<file path="config.mk">
export PLATFORM = sky130hd
export DESIGN_NAME = uart_rx
export DESIGN_NICKNAME = d
export VERILOG_FILES = /design/src/rtl/uart_pkg.sv /design/src/rtl/uart_sync2.sv /design/src/rtl/uart_rx.sv
export SDC_FILE = /design/constraint.sdc
export NUM_CORES = 1
export LEC_CHECK = 0
export CELL_PAD_IN_SITES_DETAIL_PLACEMENT = 2
export CELL_PAD_IN_SITES_GLOBAL_PLACEMENT = 2
export CORE_ASPECT_RATIO = 1.1
export CORE_UTILIZATION = 38
export DETAILED_ROUTE_END_ITERATION = 6
export GPL_TIMING_DRIVEN = 0
export PLACE_DENSITY = 0.74
export REMOVE_ABC_BUFFERS = 1
export SETUP_SLACK_MARGIN = 0.2
export SLEW_MARGIN = 20
export SYNTH_ARGS = -nofsm -noshare
export SYNTH_HDL_FRONTEND = slang
export SYNTH_SLANG_ARGS = --single-unit
</file>
<file path="constraint.sdc">
create_clock -name clk -period 2.55 [get_ports clk]
set_input_delay 0.51 -clock clk [delete_from_list [all_inputs] [get_ports clk]]
set_output_delay 0.51 -clock clk [all_outputs]
set_load 0.1 [all_outputs]
</file>
<file path="src/rtl/uart_pkg.sv">
// Shared UART definitions: receiver state encoding and default bit timing.
package uart_pkg;

  typedef logic [2:0] rx_state_t;

  localparam rx_state_t RxIdle  = 3'd0;
  localparam rx_state_t RxStart = 3'd1;
  localparam rx_state_t RxData  = 3'd2;
  localparam rx_state_t RxStop  = 3'd3;
  localparam rx_state_t RxBreak = 3'd4;

  // 100 MHz system clock, 115200 baud
  localparam int unsigned DefaultClksPerBit = 868;

endpackage

</file>
<file path="src/rtl/uart_sync2.sv">
// Two-flop synchroniser for a single asynchronous input; resets to ResetVal.
module uart_sync2 #(
  parameter bit ResetVal = 1'b1
) (
  input  logic clk,
  input  logic rst,
  input  logic d,
  output logic q
);

  logic meta_q;
  logic sync_q;

  always_ff @(posedge clk or posedge rst) begin
    if (rst) begin
      meta_q <= ResetVal;
      sync_q <= ResetVal;
    end else begin
      meta_q <= d;
      sync_q <= meta_q;
    end
  end

  assign q = sync_q;

endmodule

</file>
<file path="src/rtl/uart_rx.sv">
// 8N1 UART receiver: mid-bit sampling, valid/ready byte delivery,
// framing-error and overrun pulses, line-break lockout.
module uart_rx
  import uart_pkg::*;
#(
  parameter int unsigned CLKS_PER_BIT = DefaultClksPerBit,
  parameter int unsigned DATA_BITS    = 8
) (
  input  logic                 clk,
  input  logic                 rst,
  input  logic                 rx,
  output logic [DATA_BITS-1:0] data,
  output logic                 data_valid,
  input  logic                 data_ready,
  output logic                 frame_err,
  output logic                 overrun,
  output logic                 busy
);

  localparam int unsigned CntW = $clog2(CLKS_PER_BIT);
  localparam int unsigned IdxW = $clog2(DATA_BITS);
  localparam logic [CntW-1:0] CntMax  = CntW'(CLKS_PER_BIT - 1);
  localparam logic [CntW-1:0] CntHalf = CntW'(CLKS_PER_BIT / 2 - 1);
  localparam logic [IdxW-1:0] IdxLast = IdxW'(DATA_BITS - 1);

  logic rx_s;

  uart_sync2 #(
    .ResetVal(1'b1)
  ) u_sync (
    .clk(clk),
    .rst(rst),
    .d  (rx),
    .q  (rx_s)
  );

  rx_state_t            state_q, state_d;
  logic [CntW-1:0]      cnt_q, cnt_d;
  logic [IdxW-1:0]      idx_q, idx_d;
  logic [DATA_BITS-1:0] shreg_q, shreg_d;
  logic [DATA_BITS-1:0] data_q, data_d;
  logic                 valid_q, valid_d;
  logic                 fe_q, fe_d;
  logic                 ov_q, ov_d;

  always_comb begin
    state_d = state_q;
    cnt_d   = cnt_q;
    idx_d   = idx_q;
    shreg_d = shreg_q;
    data_d  = data_q;
    valid_d = valid_q;
    fe_d    = 1'b0;
    ov_d    = 1'b0;

    // Consumer handshake; a delivery on the same cycle overrides this below.
    if (valid_q && data_ready) begin
      valid_d = 1'b0;
    end

    case (state_q)
      RxIdle: begin
        if (!rx_s) begin
          state_d = RxStart;
          cnt_d   = '0;
        end
      end
      RxStart: begin
        if (cnt_q == CntHalf) begin
          if (rx_s) begin
            state_d = RxIdle;
          end else begin
            state_d = RxData;
            cnt_d   = '0;
            idx_d   = '0;
          end
        end else begin
          cnt_d = cnt_q + 1'b1;
        end
      end
      RxData: begin
        if (cnt_q == CntMax) begin
          cnt_d   = '0;
          shreg_d = {rx_s, shreg_q[DATA_BITS-1:1]};
          if (idx_q == IdxLast) begin
            state_d = RxStop;
          end else begin
            idx_d = idx_q + 1'b1;
          end
        end else begin
          cnt_d = cnt_q + 1'b1;
        end
      end
      RxStop: begin
        if (cnt_q == CntMax) begin
          cnt_d = '0;
          if (rx_s) begin
            // Leave at mid-stop so a back-to-back start edge is not missed.
            state_d = RxIdle;
            if (!valid_q || data_ready) begin
              data_d  = shreg_q;
              valid_d = 1'b1;
            end else begin
              ov_d = 1'b1;
            end
          end else begin
            fe_d    = 1'b1;
            state_d = RxBreak;
          end
        end else begin
          cnt_d = cnt_q + 1'b1;
        end
      end
      RxBreak: begin
        if (rx_s) begin
          state_d = RxIdle;
        end
      end
      default: state_d = RxIdle;
    endcase
  end

  always_ff @(posedge clk or posedge rst) begin
    if (rst) begin
      state_q <= RxIdle;
      cnt_q   <= '0;
      idx_q   <= '0;
      shreg_q <= '0;
      data_q  <= '0;
      valid_q <= 1'b0;
      fe_q    <= 1'b0;
      ov_q    <= 1'b0;
    end else begin
      state_q <= state_d;
      cnt_q   <= cnt_d;
      idx_q   <= idx_d;
      shreg_q <= shreg_d;
      data_q  <= data_d;
      valid_q <= valid_d;
      fe_q    <= fe_d;
      ov_q    <= ov_d;
    end
  end

  assign data       = data_q;
  assign data_valid = valid_q;
  assign frame_err  = fe_q;
  assign overrun    = ov_q;
  assign busy       = (state_q != RxIdle);

endmodule

</file>
# Word level (Yosys, flattened, before mapping)
# Cells that the tools add are included.
[totals]
input_bits = 4
wordCells = 69
ff_bits = 37
output_inout_bits = 12
[op_classes]
add_sub_neg = 2
n_reduce_logical = 12
n_mux = 30
eq_ne = 15
[ops]
columns = ["cell", "n"]
rows = [
  ["3-bit 2-to-1 mux", 11],
  ["10-bit 2-to-1 mux", 3],
  ["10-bit case mux with 3 select lines", 1],
  ["3-bit case mux with 5 select lines", 1],
  ["2-bit != test, second input constant", 7],
  ["1-bit 2-to-1 mux", 12],
  ["10-bit by 1-bit adder with 10-bit output, second input constant", 1],
  ["10-bit equality test, second input constant", 1],
  ["10-bit by 9-bit equality test with 1-bit output, second input constant", 1],
  ["3-bit by 2-bit equality test with 1-bit output, second input constant", 2],
  ["3-bit equality test, second input constant", 2],
  ["3-bit case mux with 2 select lines", 1],
  ["6-bit AND reduction", 1],
  ["3-bit nonzero test", 2],
  ["5-bit AND reduction", 1],
  ["4-bit AND reduction", 1],
  ["3-bit by 1-bit adder with 3-bit output, second input constant", 1],
  ["3-bit by 1-bit equality test with 1-bit output, second input constant", 1],
  ["3-bit logical NOT", 1],
  ["2-bit 2-to-1 mux", 1],
  ["2-bit by 1-bit != test with 1-bit output, second input constant", 1],
  ["2-bit AND reduction", 1],
  ["2-bit nonzero test", 1],
  ["2-bit OR reduction", 1],
  ["3 further kinds", 3],
]

# Depth between registers and ports, before layout
[depth]
depth_word = 6
mapped_depth = 7
mapped_depth_nobuf = 6

# By module
# Synthesis repeated with hierarchy kept, for this count alone.
[hier_totals]
cells_unflattened = 159
area_unflattened_um2 = 1830.5
[modules_own_cells]
columns = ["module", "cells_each", "area_per_inst_um2", "instances"]
rows = [
  ["uart_rx", 156, 1774.2, 1],
  ["uart_sync2", 3, 56.3, 1],
]

# Least setup slack after synthesis
# Ideal clock, no wire load.
[synth_timing]
path_type = "reg2reg"
from = "register cnt_q[2]"
to = "register shreg_q[0]"
required_ps = 2425
setup_time_ps = 125
path_buffers = 3
t_arrival_ps = 1992
path_stages_with_launch = 7
setup_slack_ps = 433
path_cell_list = "dfrtp_1 -> or3b_1 -> buf_6 -> or4_4 -> buf_6 -> buf_12 -> mux2_4"
[synth_via]
elab_chain_len = 2
[synth_rtl]
columns = ["element", "line_no", "text"]
rows = [
  ["from (decl)", "uart_rx.sv:38", "logic [CntW-1:0] cnt_q, cnt_d;"],
  ["from (signal assigned)", "uart_rx.sv:135", "cnt_q <= cnt_d;"],
  ["10-bit equality test", "uart_rx.sv:82", "if (cnt_q == CntMax) begin"],
  ["2-bit AND reduction (no line)", "n/a", ""],
  ["to (signal assigned)", "uart_rx.sv:137", "shreg_q <= shreg_d;"],
  ["to (decl)", "uart_rx.sv:40", "logic [DATA_BITS-1:0] shreg_q, shreg_d;"],
]
# Every way passes these cells.
# A chain may end at the register's enable or synchronous reset.

# Final worst setup path
[layout_timing]
from = "register data_q[5], in the netlist data[5]"
to = "output data[5]"
[layout_lines]
columns = ["element", "line_no", "text"]
rows = [
  ["from (decl)", "uart_rx.sv:41", "logic [DATA_BITS-1:0] data_q, data_d;"],
  ["from (signal assigned)", "uart_rx.sv:138", "data_q <= data_d;"],
  ["to (decl)", "uart_rx.sv:12", "output logic [DATA_BITS-1:0] data,"],
]
# No word-level cell between the ends.

==> impl_metrics.prom <==
# TYPE chip_impl_metric gauge
chip_impl_metric{name="power-per-cell-area",unit="nW/um2"} 464
chip_impl_metric{name="preCtsSetupSlack",unit="ns"} -0.0280
chip_impl_metric{name="critical_path_peak_fanout",unit=""} 2
chip_impl_metric{name="finalWeightedCongestion",unit=""} 0.717
chip_impl_metric{name="i_o_pin_count",unit=""} 16
chip_impl_metric{name="drc",unit=""} 0
chip_impl_metric{name="routed-via-count",unit=""} 1367
chip_impl_metric{name="ant_nets",unit=""} 0
chip_impl_info{name="synth.most_common_cell",value="dfrtp_1"} 1
chip_impl_info{name="critical-path-slowest-cell",value="clkdlybuf4s50_1"} 1
chip_impl_metric{name="design.die.area",unit="um2"} 5350
chip_impl_metric{name="final.period_utilization",unit="%"} 89.9
chip_impl_metric{name="worstSkewPairLatency",unit="ns"} 0.30
chip_impl_metric{name="routed_wl",unit="um"} 4550
chip_impl_metric{name="synth.top_cell.area_share",unit="%"} 45.5
chip_impl_metric{name="yosys_warnings",unit=""} 0
chip_impl_metric{name="drv_slew",unit=""} 0
chip_impl_metric{name="finalCoreUtilization",unit="%"} 46.6
chip_impl_metric{name="wp_data_arrival",unit="ns"} 1.78
chip_impl_info{name="list_of_cells_traversed_by_the_critical_path",value="clkdlybuf4s50_1"} 1
chip_impl_metric{name="grt_util_all_layers",unit="%"} 18.9
chip_impl_metric{name="netlist_area_before_placement",unit="um2"} 1920
chip_impl_info{name="critical_path.endpoint_type",value="output pin"} 1
chip_impl_metric{name="seq_area_frac_synth",unit="%"} 48.2
chip_impl_info{name="element_type_at_the_critical_path_start",value="flop"} 1
chip_impl_metric{name="first_iter_violations",unit=""} 41
chip_impl_info{name="yosys-top-cells-area",value="dfrtp_1, mux2_2, mux2_4, o21ai_0, dfstp_2"} 1
chip_impl_metric{name="first_global_vias",unit=""} 1585
chip_impl_metric{name="wl_per_cell",unit="um"} 18.7
chip_impl_metric{name="final_critical_path_setup_slack",unit="ns"} 0.256
chip_impl_metric{name="synthArstFlopShare",unit="%"} 100
chip_impl_metric{name="leftover_overflow_at_the_end_of_global_routing",unit=""} 0
chip_impl_metric{name="p_leak",unit="nW"} 1.08
chip_impl_metric{name="drt_pass_1_iters",unit=""} 4
chip_impl_metric{name="fill_cells",unit=""} 491
chip_impl_metric{name="dieWidth",unit="um"} 69.9
chip_impl_metric{name="post_route_cells_drive_above_1_share",unit="%"} 23.0
chip_impl_metric{name="max_freq",unit="MHz"} 436
chip_impl_info{name="dominantRegCellSynth",value="dfrtp_1"} 1
chip_impl_metric{name="core_region_area",unit="um2"} 4750
chip_impl_metric{name="detailedPlacementHpwl",unit="um"} 3130
chip_impl_metric{name="chipHeight",unit="um"} 76.6
chip_impl_metric{name="cts.hold.buffers_added",unit=""} 0
chip_impl_metric{name="area_growth",unit="%"} 15.0
chip_impl_metric{name="post_synth_inst_count",unit=""} 172
chip_impl_info{name="rsz0062_at_grt",value="false"} 1
chip_impl_metric{name="worstPathRequired",unit="ns"} 2.04
chip_impl_metric{name="num-nets-final",unit=""} 194
chip_impl_metric{name="grt_antenna_before_repair",unit=""} 0
chip_impl_metric{name="cts_htree_levels",unit=""} 2
chip_impl_metric{name="critical_path_buf_inv_count",unit=""} 1
chip_impl_metric{name="drt-vias-per-instance",unit=""} 5.63
chip_impl_metric{name="portbufs",unit=""} 15
chip_impl_info{name="hp-class",value="flop to flop"} 1
chip_impl_metric{name="worst_pin_slew",unit="ns"} 0.979
chip_impl_info{name="status",value="finished, final reports clean"} 1
chip_impl_metric{name="max_slew_margin",unit="%"} 34.5
chip_impl_metric{name="start_util",unit="%"} 40.5
chip_impl_metric{name="rows",unit=""} 26
chip_impl_metric{name="cts_buffer_depth",unit=""} 2
chip_impl_metric{name="postSynthAreaPerCell",unit="um2"} 11.2
chip_impl_metric{name="global_route_wire_length_before_repair",unit="um"} 7920
chip_impl_metric{name="number_of_clock_sinks",unit=""} 37
chip_impl_info{name="post_synth_most_frequent_cells",value="dfrtp_1, nand2_1, mux2_2"} 1
chip_impl_info{name="area_leader_netlist",value="dfrtp_1"} 1
chip_impl_metric{name="timing.final.setup_violations",unit=""} 0
chip_impl_metric{name="postSynthRegisterBits",unit=""} 37
chip_impl_metric{name="timing.clock.skew",unit="ns"} 0.00596
chip_impl_metric{name="yosys.cell_types.count",unit=""} 46
chip_impl_info{name="critical-path-top-delay-family",value="buffers and inverters"} 1
chip_impl_metric{name="antenna-diode-count",unit=""} 0
chip_impl_info{name="clock-root-buffer",value="clkbuf_8"} 1
chip_impl_metric{name="synth-edff-count",unit=""} 0
chip_impl_info{name="clock_tree_from_tritoncts",value="built"} 1
chip_impl_metric{name="fin_total_pwr",unit="mW"} 1.03
chip_impl_metric{name="layout_min_cycle_time",unit="ns"} 2.29
chip_impl_metric{name="hold_violations",unit=""} 0
chip_impl_metric{name="cpPeakStageDelay",unit="ns"} 1.13
chip_impl_metric{name="grt_start_max_net_pins",unit=""} 38
chip_impl_metric{name="vdd_drop_max",unit="V"} 0.000253
chip_impl_metric{name="max-cap-violations",unit=""} 0
chip_impl_metric{name="clkSlewWorstSetupHoldPaths",unit="ns"} 0.08
chip_impl_metric{name="cts_buffers",unit=""} 5
chip_impl_info{name="criticalPathCategory",value="flop to output pin"} 1
==> cells by family (layout without fill, tap and decap cells) <==
family                   after synthesis  after routing  share of synthesized area (%)
AO/OA/AOI/OAI                         29             29                           12.2
adder cells (fa/ha/maj)                4              4                           2.60
buffers and inverters                 15             30                           5.01
flip-flops                            37             37                           48.2
multiplexers                          17             17                           10.7
AND/OR/NAND/NOR                       70             70                           21.3
==> cell type report <==
cell class / count / area, um2 / area share (%)
inverter: 5 / 18.8 / 0.848
clock buffer: 5 / 68.8 / 3.11
tap: 56 / 70.1 / 3.17
timing repair buffer: 17 / 185 / 8.37
multi-input combinational: 120 / 922 / 41.7
sequential: 37 / 930 / 42.0
clock inverter: 3 / 17.5 / 0.792
==> metrics by stage <==
stage,std cells,hold slack [ns],cell area [um2],TNS (ns)
floorplan,162,0.345,1850,0
global placement,233,0.347,2070,0
detailed placement,233,0.347,2070,-0.0280
CTS,243,0.364,2190,0
global route,243,0.368,2210,0
finish,243,0.363,2210,0
==> registers in the layout, summed over array words and instances, names as in the netlist <==
register / cells
overrun: 1
u_sync.q: 1
data: 8
data_valid: 1
cnt_q: 10
idx_q: 3
frame_err: 1
u_sync.meta_q: 1
state_q: 3
shreg_q: 8
==> path summary, 6_finish.rpt <==
| kind | startpoint | endpoint | slack, ns | cells past startpoint |
|---|---|---|---|---|
| hold / removal | u_sync.meta_q | u_sync.q | 0.36 | 0 |
| min in group asynchronous | rst | shreg_q[0] | 0.67 | 2 |
| setup / recovery | data[5] | data[5] | 0.26 | 1 |
| max in group asynchronous | rst | state_q[2] | 1.31 | 2 |
| setup reg to reg | cnt_q[2] | cnt_q[8] | 0.31 | 4 |
| hold reg to reg | u_sync.meta_q | u_sync.q | 0.36 | 0 |
==> cell usage in the layout, fill, tap and decap left out, types with 3 or more instances in the layout <==
| master | synthesis | layout |
|---|---|---|
| nand3_1 | 3 | 3 |
| nand3b_1 | 3 | 3 |
| ha_1 | 4 | 4 |
| nor2b_1 | 4 | 4 |
| inv_1 | 5 | 4 |
| nand2_1 | 13 | 13 |
| or3_1 | 4 | 4 |
| or2_2 | 3 | 3 |
| nand2b_1 | 4 | 4 |
| dfrtp_1 | 35 | 34 |
| clkdlybuf4s50_1 | 0 | 10 |
| nor2_1 | 10 | 10 |
| mux2_2 | 12 | 12 |
| mux2_4 | 4 | 4 |
| a211o_1 | 6 | 6 |
| nor3_1 | 9 | 8 |
| o21ai_0 | 11 | 11 |
| dlymetal6s2s_1 | 0 | 3 |
| or4_1 | 3 | 3 |
| nor4_1 | 3 | 3 |
| clkbuf_8 | 0 | 5 |
==> routing by layer <==
layer	part of all wire (%)	GRT usage, %
met4	1.8	7.20
met2	54	34.2
met5	0	0
met1	42	21.8
met3	2.0	3.57
==> where the power goes <==
part           switching [mW]  internal (mW)  leakage (nW)
Combinational          0.0133        0.00589         0.547
Sequential            0.00278          0.589         0.494
Clock                   0.226          0.189        0.0439
==> repair_timing <==
action,in CTS,in global routing
cloned,0,0
pin swaps,1,1
setup buffers,2,0
resized for setup,6,5
setup endpoints to repair,22,15
No activity file was read; power rests on OpenSTA's default activity.
